<file path="src/rtl/srmc_pkg.sv">
// Shared AES constants, the GF(2^8) xtime helper and the round-tracker state type.
package srmc_pkg;

   localparam int          AES_NR  = 10;
   localparam logic [7:0]  AES_POLY = 8'h1B;
   localparam int          STATE_W = 128;
   localparam int          RND_W   = 4;

   localparam logic [RND_W-1:0] RND_LAST = RND_W'(AES_NR);

   typedef enum logic {
      ST_IDLE,
      ST_ACTIVE
   } rnd_state_e;

   function automatic logic [7:0] xtime(input logic [7:0] b);
      return {b[6:0], 1'b0} ^ (b[7] ? AES_POLY : 8'h00);
   endfunction

endpackage

</file>
<file path="src/rtl/srmc_mix_column.sv">
// One AES MixColumns column: rows 0..3 map to bits [31:24]..[7:0], purely combinational.
module mix_column
   import srmc_pkg::*;
(
   input  logic [31:0] col_in,
   output logic [31:0] col_out
);

   logic [7:0] a0, a1, a2, a3;

   assign a0 = col_in[31:24];
   assign a1 = col_in[23:16];
   assign a2 = col_in[15:8];
   assign a3 = col_in[7:0];

   // xtime is linear, so 2x ^ 3y folds into xtime(x ^ y) ^ y.
   assign col_out[31:24] = xtime(a0 ^ a1) ^ a1 ^ a2 ^ a3;
   assign col_out[23:16] = xtime(a1 ^ a2) ^ a0 ^ a2 ^ a3;
   assign col_out[15:8]  = xtime(a2 ^ a3) ^ a0 ^ a1 ^ a3;
   assign col_out[7:0]   = xtime(a3 ^ a0) ^ a0 ^ a1 ^ a2;

endmodule

</file>
<file path="src/rtl/srmc.sv">
// AES ShiftRows + MixColumns round stage with round tracking and a one-entry
// valid/ready output register feeding AddRoundKey.
//
// state     | meaning
// ----------+------------------------------------------------------------
// ST_IDLE   | rnd == 0, no block in flight; only an is_first beat is legal
// ST_ACTIVE | rnd in 1..10, next non-first beat is processed as round rnd
module srmc
   import srmc_pkg::*;
(
   input  logic               clk,
   input  logic               rst_n,
   input  logic [STATE_W:1]   plain_sub,
   input  logic               ok_sub,
   input  logic               is_first,
   output logic               ready_sub,
   output logic [STATE_W:1]   plain_mc,
   output logic               ok_mc,
   input  logic               ready_mc,
   output logic [RND_W-1:0]   rnd_mc,
   output logic               last_mc,
   output logic               err
);

   logic [STATE_W:1] sr_state;
   logic [STATE_W:1] mc_state;

   // Byte k sits at [128-8k -: 8]; row = k%4, column = k/4.
   for (genvar c = 0; c < 4; c++) begin : g_col
      for (genvar r = 0; r < 4; r++) begin : g_row
         localparam int KO = 4 * c + r;
         localparam int KI = 4 * ((c + r) % 4) + r;
         assign sr_state[STATE_W - 8*KO -: 8] = plain_sub[STATE_W - 8*KI -: 8];
      end

      mix_column u_mix (
         .col_in  (sr_state[STATE_W - 32*c -: 32]),
         .col_out (mc_state[STATE_W - 32*c -: 32])
      );
   end

   logic [RND_W-1:0]  rnd, rnd_nxt;
   rnd_state_e        state;
   logic              accept;
   logic              capture;
   logic              err_nxt;
   logic [STATE_W:1]  data_nxt;
   logic [RND_W-1:0]  rnd_cap;
   logic              last_cap;

   assign ready_sub = ~ok_mc | ready_mc;
   assign accept    = ok_sub & ready_sub;

   always_ff @(posedge clk or negedge rst_n) begin
      if (!rst_n) begin
         rnd <= '0;
         err <= 1'b0;
      end else begin
         rnd <= rnd_nxt;
         err <= err_nxt;
      end
   end

   always_comb begin
      state    = (rnd == '0) ? ST_IDLE : ST_ACTIVE;
      rnd_nxt  = rnd;
      capture  = 1'b0;
      err_nxt  = 1'b0;
      data_nxt = mc_state;
      rnd_cap  = rnd;
      last_cap = 1'b0;
      if (accept) begin
         if (is_first) begin
            capture  = 1'b1;
            data_nxt = plain_sub;
            rnd_cap  = '0;
            rnd_nxt  = RND_W'(1);
         end else begin
            case (state)
               ST_IDLE: begin
                  err_nxt = 1'b1;
               end
               ST_ACTIVE: begin
                  capture = 1'b1;
                  if (rnd == RND_LAST) begin
                     data_nxt = sr_state;
                     last_cap = 1'b1;
                     rnd_nxt  = '0;
                  end else begin
                     rnd_nxt  = rnd + RND_W'(1);
                  end
               end
               default: begin
                  rnd_nxt = '0;
               end
            endcase
         end
      end
   end

   always_ff @(posedge clk or negedge rst_n) begin
      if (!rst_n) begin
         plain_mc <= '0;
         ok_mc    <= 1'b0;
         rnd_mc   <= '0;
         last_mc  <= 1'b0;
      end else if (capture) begin
         plain_mc <= data_nxt;
         ok_mc    <= 1'b1;
         rnd_mc   <= rnd_cap;
         last_mc  <= last_cap;
      end else if (ready_mc) begin
         ok_mc    <= 1'b0;
      end
   end

endmodule

</file>
<file path="config.mk">
export PLATFORM = sky130hd
export DESIGN_NAME = srmc
export DESIGN_NICKNAME = d
export VERILOG_FILES = /design/src/rtl/srmc_pkg.sv /design/src/rtl/srmc_mix_column.sv /design/src/rtl/srmc.sv
export SDC_FILE = /design/constraint.sdc
export NUM_CORES = 1
export LEC_CHECK = 0
export ABC_AREA = 1
export BUFFER_PORTS_ARGS = -buffer_cell sky130_fd_sc_hd__buf_2
export CORE_AREA = 2 2 165 167
export CTS_CLUSTER_DIAMETER = 60
export DETAILED_ROUTE_END_ITERATION = 6
export DIE_AREA = 0 0 167 169
export GPL_TIMING_DRIVEN = 0
export PLACE_DENSITY = 0.8
export RECOVER_POWER = 50
export SYNTH_ARGS = -nofsm -noshare
export SYNTH_HDL_FRONTEND = slang
export SYNTH_HIERARCHICAL = 1
export SYNTH_SLANG_ARGS = --single-unit
</file>
<file path="constraint.sdc">
create_clock -name clk -period 3.7 [get_ports clk]
set_input_delay 0.37 -clock clk [delete_from_list [all_inputs] [get_ports clk]]
set_output_delay 0.37 -clock clk [all_outputs]
set_load 0.01 [all_outputs]
</file>
# Yosys cells after proc, flatten, opt, wreduce, memory -nomap -nowiden

Cells that the tools add are included.

Logic and storage cells: 132
Register bits after elaboration: 139
Output and inout port bits: 136
Bits of input ports: 133

Add/subtract/negate cells: 1
Reduce and logical (&&, ||, !) cells: 3
Eq/ne operators: 2
Bitwise gates (word level): 83
Mux-type cells: 37

Operators with widths:

| kind                                                           | count |
|---|---|
| 8-bit bitwise XOR                                              | 80 |
| 128-bit 2-to-1 mux                                             | 4 |
| 5-bit 2-to-1 mux                                               | 16 |
| 4-bit 2-to-1 mux                                               | 5 |
| 1-bit 2-to-1 mux                                               | 12 |
| 4-bit by 1-bit adder with 4-bit output (second input constant) | 1 |
| 4-bit == test (second input constant)                          | 1 |
| 4-bit zero test                                                | 1 |
| 2-bit inequality test (second input constant)                  | 1 |
| 2-bit AND reduction                                            | 1 |
| 2-bit nonzero test                                             | 1 |
| 1-bit AND                                                      | 1 |
| 1-bit inverter                                                 | 1 |
| 1-bit OR                                                       | 1 |

# Logic depth before layout (Yosys ltp)

Gate-level depths: netlist of run 1.

Word-level depth: 10
Gate-level depth with buffers: 12
Gate-level depth less buffers: 12

# Cells and area by module

The synthesis of run 1 kept the hierarchy.

By module, submodules not included:

| module     | area an instance (sq um) | seq. area each (sq um) | times used | cells an instance |
|---|---|---|---|---|
| srmc       | 7810.0                   | 3478.3                 | 1          | 1103 |
| mix_column | 1621.6                   | 0.0                    | 4          | 388 |

# Worst setup path before layout of run 1

Ideal clock, no wire load.

Kind: reg-to-reg
Start: reg rnd[0]
End: reg plain_mc[12] (netlist name)
Data arrival time: 1489 ps
Setup time: 122 ps
Setup slack: 2089 ps
Period minus slack after synthesis: 1611 ps
Required time: 3578 ps
Cell stages (with the launch flop): 10
Path buffers: 1
Cells stage by stage: dfrtp_1 -> inv_1 -> ha_1 -> nand2_1 -> clkinv_1 -> nand2_1 -> clkbuf_1 -> nor2_1 -> nor2_1 -> a21oi_1

Longest elaborated chain between the ends: 5
Elaborated cells between the ends (all ways): 9
Classes of those cells: eq/ne: 1; mux: 7; reduce/logical: 1

Ends and longest elaborated chain:

| item                   | line        | source |
|---|---|---|
| start, declared        | srmc.sv:42  | `logic [RND_W-1:0] rnd, rnd_nxt;` |
| start signal, assigned | srmc.sv:59  | `rnd <= rnd_nxt;` |
| 4-bit == test          | srmc.sv:85  | `if (rnd == RND_LAST) begin` |
| 128-bit 2-to-1 mux     | srmc.sv:85  |  |
| 128-bit 2-to-1 mux     | srmc.sv:79  | `case (state)` |
| 128-bit 2-to-1 mux     | srmc.sv:73  | `if (is_first) begin` |
| 128-bit 2-to-1 mux     | srmc.sv:72  | `if (accept) begin` |
| end signal, assigned   | srmc.sv:108 | `plain_mc <= data_nxt;` |
| end, declared          | srmc.sv:17  | `output logic [STATE_W:1] plain_mc,` |

Several ways; a longest one is shown, not always the timed one.
A chain may end at the register's enable or synchronous reset.

# Final worst setup path of run 1

Start: reg rnd[0]
End: reg plain_mc[66] (netlist name)

Same word-level chain as after synthesis.

==> results.ini, run 1 <==
[cts]
insertion_delay_ps = 450
cts_tree = yes
cts_buffers = 17
post_cts_buffers = 0
root_buffer = clkbuf_16
clockBufferDepth = 2
htreeDepth = 4
clk_pin_slew_worst_paths_ps = 70
cts_sinks = 139

[setup_path]
reg2reg_to = plain_mc[66]$_DFFE_PN0P_
crit_start = rnd[0]$_DFFE_PN0P_
crit_required_ps = 4020
endpoint_kind = flip-flop
reg2reg_slack_ps = 1280
r2r-start = rnd[0]$_DFFE_PN0P_
cp-start-kind = flip-flop
ff2ff_path_depth = 9
arrival_ps = 2740
worstSetupPathType = reg -> reg
cp_max_fo = 10

[sta]
slew_viol_final = 65
max_freq_mhz = 413.4
rsz0062_at_grt = no
hold_viol = 0
finalClockSkew_ps = 18.48
min_period_ps = 2419
slew_headroom = -0.2254
holdWs_ps = 242.4
worst_pin_slew_ps = 1838
min_period_over_period = 0.6538
setup_viol = 0
fin_setup_tns_ps = 0
setup_ws_ps = 1281

[drt]
first_iter_violations = 2073
first_pass_iters = 7
wl_per_cell_um = 18.64
wl_um = 61480
drc = 5
viasPerCell = 5.617
vias = 18530
ant_nets = 0

[layout]
layout_commonest_cell = nand2_1
synthToLayoutAreaGrowth_pct = 15.63
n_antenna_cell = 0
layout_common_cells = 1345 x nand2_1, 269 x inv_1, 255 x nand3_1
drive_gt1_frac = 0.1092
final_nets = 3080

[place]
pre_cts_ws_ps = 1402
dp_hpwl_um = 48760
gp_congestion = 1.018
io_buffers = 268

[min_path]
min_path_cells = 4
hold_end = ok_mc$_DFFE_PN0P_
hp-class = in -> reg
worstHoldStart = ready_mc

[logic_synthesis]
syn_area_um2 = 14300
synth_seq_cells = 139
ys_seq_area_frac = 0.2433
synth_cell_type_count = 27
synthCells = 2655
avgSynthCellArea_um2 = 5.385
synth_fp_nets = 2791
yosysWarnings = 6

[run_status]
outcome = complete, but fails checks
violations = design-rule violations, max-capacitance violations, max-slew violations

[floorplanning]
die_area_um2 = 28220
die_h_um = 169
chipWidth_um = 167
ioPinCount = 269
start_util = 0.5395
coreArea_um2 = 26500
num_rows = 60

[power_and_ir_drop]
pwr_density_cell_nw_per_um2 = 522.7
irDropWorstVdd_mv = 0.3509
p_leak_uw = 0.009851
fin_total_pwr_uw = 8641

[global_routing]
antenna_found_initial = 0
overflow = 0
grt_pass1_wl_um = 92750
grt_pass1_vias = 16530
grt_max_degree = 76
grt_use_total = 0.4255

[job]
maxCapViolCount = 1

==> worst max-delay path by stage <==
stage                                to  slack (ps)  cells after the start
2_1_floorplan  plain_mc[12]$_DFFE_PN0P_        2090                      9
3_3_place_gp   plain_mc[62]$_DFFE_PN0P_         130                      1
3_5_place_dp   plain_mc[66]$_DFFE_PN0P_        1400                      9
4_1_cts        plain_mc[66]$_DFFE_PN0P_        1390                      9
5_1_grt        plain_mc[68]$_DFFE_PN0P_        1220                      9
6_report       plain_mc[66]$_DFFE_PN0P_        1280                      9
==> metal layers <==
metal,up-vias,GRT usage,part of all wire
li1,8774,-,-
met1,8375,0.5595,0.39
met2,1133,0.6642,0.43
met3,244,0.08230,0.12
met4,0,0.2253,0.062
met5,-,0,0
==> sequential cells by signal, indices dropped and copies added (netlist names) <==
register and count:
rnd 4, last_mc 1, ok_mc 1, plain_mc 128, err 1, rnd_mc 4
==> synthesized netlist by cell type <==
cell	count	area, um2
xor2_1	53	464.2
o21a_1	1	7.510
buf_4	6	45.04
xnor2_1	20	175.2
inv_1	269	1010
o21ai_0	52	260.3
clkinv_1	1	3.750
nand3_1	255	1276
nor2_1	169	634.4
nand3b_1	4	30.03
nand3_2	1	10.01
inv_2	28	105.1
clkbuf_1	36	135.1
buf_1	6	22.52
ha_1	3	37.54
nor2_8	1	20.02
or2_2	57	356.6
o22ai_1	1	6.260
nand2_1	1345	5049
nand4_1	69	431.7
dfrtp_1	139	3478
nor2_2	2	12.51
a21boi_1	1	7.510
o21ai_1	40	200.2
buf_2	35	175.2
nand2_2	30	187.7
a21oi_1	31	155.2
==> logic make-up after synthesis <==
kind of cell,Yosys count,share of synthesized area
AND/OR/NAND/NOR,1933,0.5601
adder cells (fa/ha/maj),3,0.002626
flip-flops,139,0.2433
XOR/XNOR,73,0.04472
AO/OA/AOI/OAI,126,0.04455
buffers and inverters,381,0.1047
==> stage by stage <==
step,utilization,std cells,area (um2)
2_1_floorplan,-,2655,14300
3_3_place_gp,0.6062,3264,16060
3_5_place_dp,0.6075,3265,16100
4_1_cts,0.6305,3298,16710
5_1_grt,0.6238,3298,16530
6_report,0.6238,3298,16530
==> cell type report <==
type / count / area, um2
Fill cell: 2768 / 9970
Buffer: 83 / 377.9
Clock inverter: 13 / 166.4
Sequential cell: 139 / 3478
Inverter: 298 / 1119
Tap cell: 341 / 426.7
Clock buffer: 19 / 432.9
Multi-Input combinational cell: 2135 / 9321
Timing Repair Buffer: 270 / 1209
==> timing repair <==
item | CTS | global route
resized for setup | 0 | 0
hold buffers | 1 | 0
hold endpoints to repair | 57 | 0
endpoints found under the setup margin | 0 | 0
==> worst max-delay path: stages (launching register included) <==
cell and delay (ps):
dfrtp_1 400, inv_1 100, ha_1 240, nand2_1 110, clkinv_1 270, nand2_1 250, clkbuf_1 490, nor2_1 80
nor2_1 240, a21oi_1 110
==> where the power goes <==
group | internal (uW) | switching, uW | leakage, uW
clock network | 1070 | 795 | 0.000284
logic | 1300 | 2650 | 0.00796
registers | 2240 | 579 | 0.00161
total | 4610 | 4030 | 0.00985
(Power assumes the default switching activity.)
==> run 2: changes to the inputs <==
--- a/config.mk
+++ b/config.mk
@@ -7,10 +7,10 @@
 export LEC_CHECK = 0
 export ABC_AREA = 1
 export BUFFER_PORTS_ARGS = -buffer_cell sky130_fd_sc_hd__buf_2
-export CORE_AREA = 2 2 165 167
+export CORE_AREA = 2 2 169 171
 export CTS_CLUSTER_DIAMETER = 60
 export DETAILED_ROUTE_END_ITERATION = 6
-export DIE_AREA = 0 0 167 169
+export DIE_AREA = 0 0 171 173
 export GPL_TIMING_DRIVEN = 0
 export PLACE_DENSITY = 0.8
 export RECOVER_POWER = 50
==> constraint.sdc (replaced) <==
create_clock -name clk -period 2.07 [get_ports clk]
set_input_delay 0.207 -clock clk [delete_from_list [all_inputs] [get_ports clk]]
set_output_delay 0.207 -clock clk [all_outputs]
set_load 0.01 [all_outputs]
==> run 2 against run 1 <==
Net effect:
- the flow now finishes without violations
- worst hold slack worse by 170 ps
- clock-buffer cell count stayed put
- largest cell class unchanged
- largest power group unchanged
- sequential power is 77% higher
- clock power is 72% higher
- global-route usage hardly changed
- non-clock buffer count is 1 higher
- highest routed layer unchanged
==> results.ini, run 2 (same netlist as run 1, synthesis figures left out) <==
[cts]
clockBufferDepth = 2
cts_buffers = 17
cts_tree = yes
clk_pin_slew_worst_paths_ps = 70
htreeDepth = 4
root_buffer = clkbuf_16
insertion_delay_ps = 450
cts_sinks = 139

[global_routing]
overflow = 0
grt_use_total = 0.4257
grt_pass1_wl_um = 96010
grt_pass1_vias = 17080
antenna_found_initial = 0
grt_max_degree = 82

[floorplanning]
start_util = 0.5174
num_rows = 61
chipWidth_um = 171
die_h_um = 173
coreArea_um2 = 27630
ioPinCount = 269
die_area_um2 = 29580

[place]
placed_area_um2 = 16140
io_buffers = 268
place_inst = 3302
pre_cts_ws_ps = -282.2
dp_hpwl_um = 50560
gp_congestion = 1.057

[layout]
fin_area_um2 = 16640
regMostFlops = plain_mc
layout_common_cells = 1344 x nand2_1, 269 x inv_1, 255 x nand3_1
reg.largest.list = plain_mc x128, rnd x4, rnd_mc x4
drive_gt1_frac = 0.1170
final_nets = 3081
final_cells = 3336
largest_register_ffs = 128
layout_commonest_cell = nand2_1
utilization = 0.6022
synthToLayoutAreaGrowth_pct = 16.38
n_antenna_cell = 0

[setup_path]
reg2reg_slack_ps = 40
r2r-start = rnd[0]$_DFFE_PN0P_
reg2reg_to = plain_mc[65]$_DFFE_PN0P_
critPathBufInv = 3
cp_max_fo = 10
arrival_ps = 2340
critPathMostFrequentCell = nor2_1
crit_required_ps = 2390
critPathMaxStageDelay_ps = 410
worstPathCellList = inv_1 > ha_1 > nand2_1 > clkinv_2 > nand2_2 > clkbuf_2 > nor2_1 > nor2_1 > a21oi_1
worstSetupPathType = reg -> reg
endpoint_kind = flip-flop
critical-path-top-delay-family = simple AND/OR/NAND/NOR gates
cp-start-kind = flip-flop
ff2ff_path_depth = 9
worst_path_max_delay_cell = dfrtp_1

[sta]
slew_viol_final = 0
min_period_over_period = 0.9795
min_period_ps = 2028
fin_setup_tns_ps = 0
hold_viol = 0
slew_headroom = 0.4161
max_freq_mhz = 493.2
setup_viol = 0
finalClockSkew_ps = 16.48
rsz0062_at_grt = yes
worst_pin_slew_ps = 875.8
setup_ws_ps = 42.50

[power_and_ir_drop]
clkPwrFrac = 0.207
p_leak_uw = 0.009901
p_sw_frac = 0.4763
p_int_uw = 8085
pwr_density_cell_nw_per_um2 = 927.8
irDropWorstVdd_mv = 0.7005
power_switching_uw = 7352
p_comb_frac = 0.470
pwr-share-seq = 0.324

[drt]
first_iter_violations = 2184
drc = 0
ant_nets = 0
first_pass_iters = 7
wl_um = 63970
vias = 18620
wl_per_cell_um = 19.18
viasPerCell = 5.582

[min_path]
hold_end = ok_mc$_DFFE_PN0P_
hp-class = in -> reg
worstHoldStart = ready_mc
min_path_cells = 4

[run_status]
outcome = complete, no violations

[job]
maxCapViolCount = 0

-- run 2: cell types whose count changed in the layout (fill, tap and decap cells not counted), moves of 4 or more --
| cell | delta |
|---|---|
| clkbuf_2 | +11 |
| buf_2 | -7 |
| buf_4 | +4 |
| clkbuf_1 | -15 |
| clkbuf_4 | +5 |
| buf_6 | +5 |
-- run 2: repair_timing --
| action | in CTS | in global routing |
|---|---|---|
| setup buffers | 0 | 1 |
| setup endpoints to repair | 83 | 99 |
| hold buffers | 1 | 0 |
| resized for setup | 14 | 34 |
| cloned | 0 | 0 |
| hold endpoints to repair | 58 | 0 |
-- run 2: area by class of cell --
class | count | area [um2]
timing repair buffer | 271 | 1207
clock buffer | 19 | 442.9
clock inverter | 13 | 132.6
tap | 378 | 473.0
inverter | 298 | 1120
multi-input combinational | 2135 | 9348
sequential | 139 | 3480
fill | 2965 | 10990
buffer | 83 | 435.4
-- run 2: how the worst max path moves through the flow --
stage	from	endpoint	slack [ps]	cells after the start
3_5_place_dp	rnd[0]$_DFFE_PN0P_	plain_mc[78]$_DFFE_PN0P_	-280	9
3_3_place_gp	rst_n	plain_mc[62]$_DFFE_PN0P_	-1320	1
4_1_cts	rnd[0]$_DFFE_PN0P_	plain_mc[12]$_DFFE_PN0P_	-40	8
6_report	rnd[0]$_DFFE_PN0P_	plain_mc[65]$_DFFE_PN0P_	40	9
2_1_floorplan	rnd[0]$_DFFE_PN0P_	plain_mc[12]$_DFFE_PN0P_	460	9
5_1_grt	rnd[0]$_DFFE_PN0P_	plain_mc[34]$_DFFE_PN0P_	-20	9
-- run 2: tightest hold or removal path, cell delays in order --
cell     delay, ps
buf_2           70
inv_1           50
nand2_1         90
nand2_1         60
-- run 2: power by group through the flow --
| stage | combinational (uW) | sequential [uW] | clock [uW] |
|---|---|---|---|
| after floorplan | 3640 | 5320 | 0 |
| after global placement | 7230 | 4900 | 0 |
| after detailed placement | 7400 | 4920 | 0 |
| after CTS | 7450 | 4890 | 3190 |
| after global routing | 8000 | 5090 | 3280 |
| final | 7250 | 5000 | 3190 |
-- run 2: layer usage --
metal / global-route usage / up-vias / part of all wire
li1: - / 8782 / -
met1: 0.5605 / 8450 / 0.39
met2: 0.6531 / 1168 / 0.43
met3: 0.08560 / 223 / 0.12
met4: 0.2309 / 0 / 0.057
met5: 0 / - / 0
-- run 2: stage by stage --
stage          hold slack, ps  total power [uW]
2_1_floorplan          -88.59              8956
3_3_place_gp            452.7             12130
3_5_place_dp            223.5             12320
4_1_cts                 39.48             15530
5_1_grt                 94.58             16360
6_report                69.93             15440
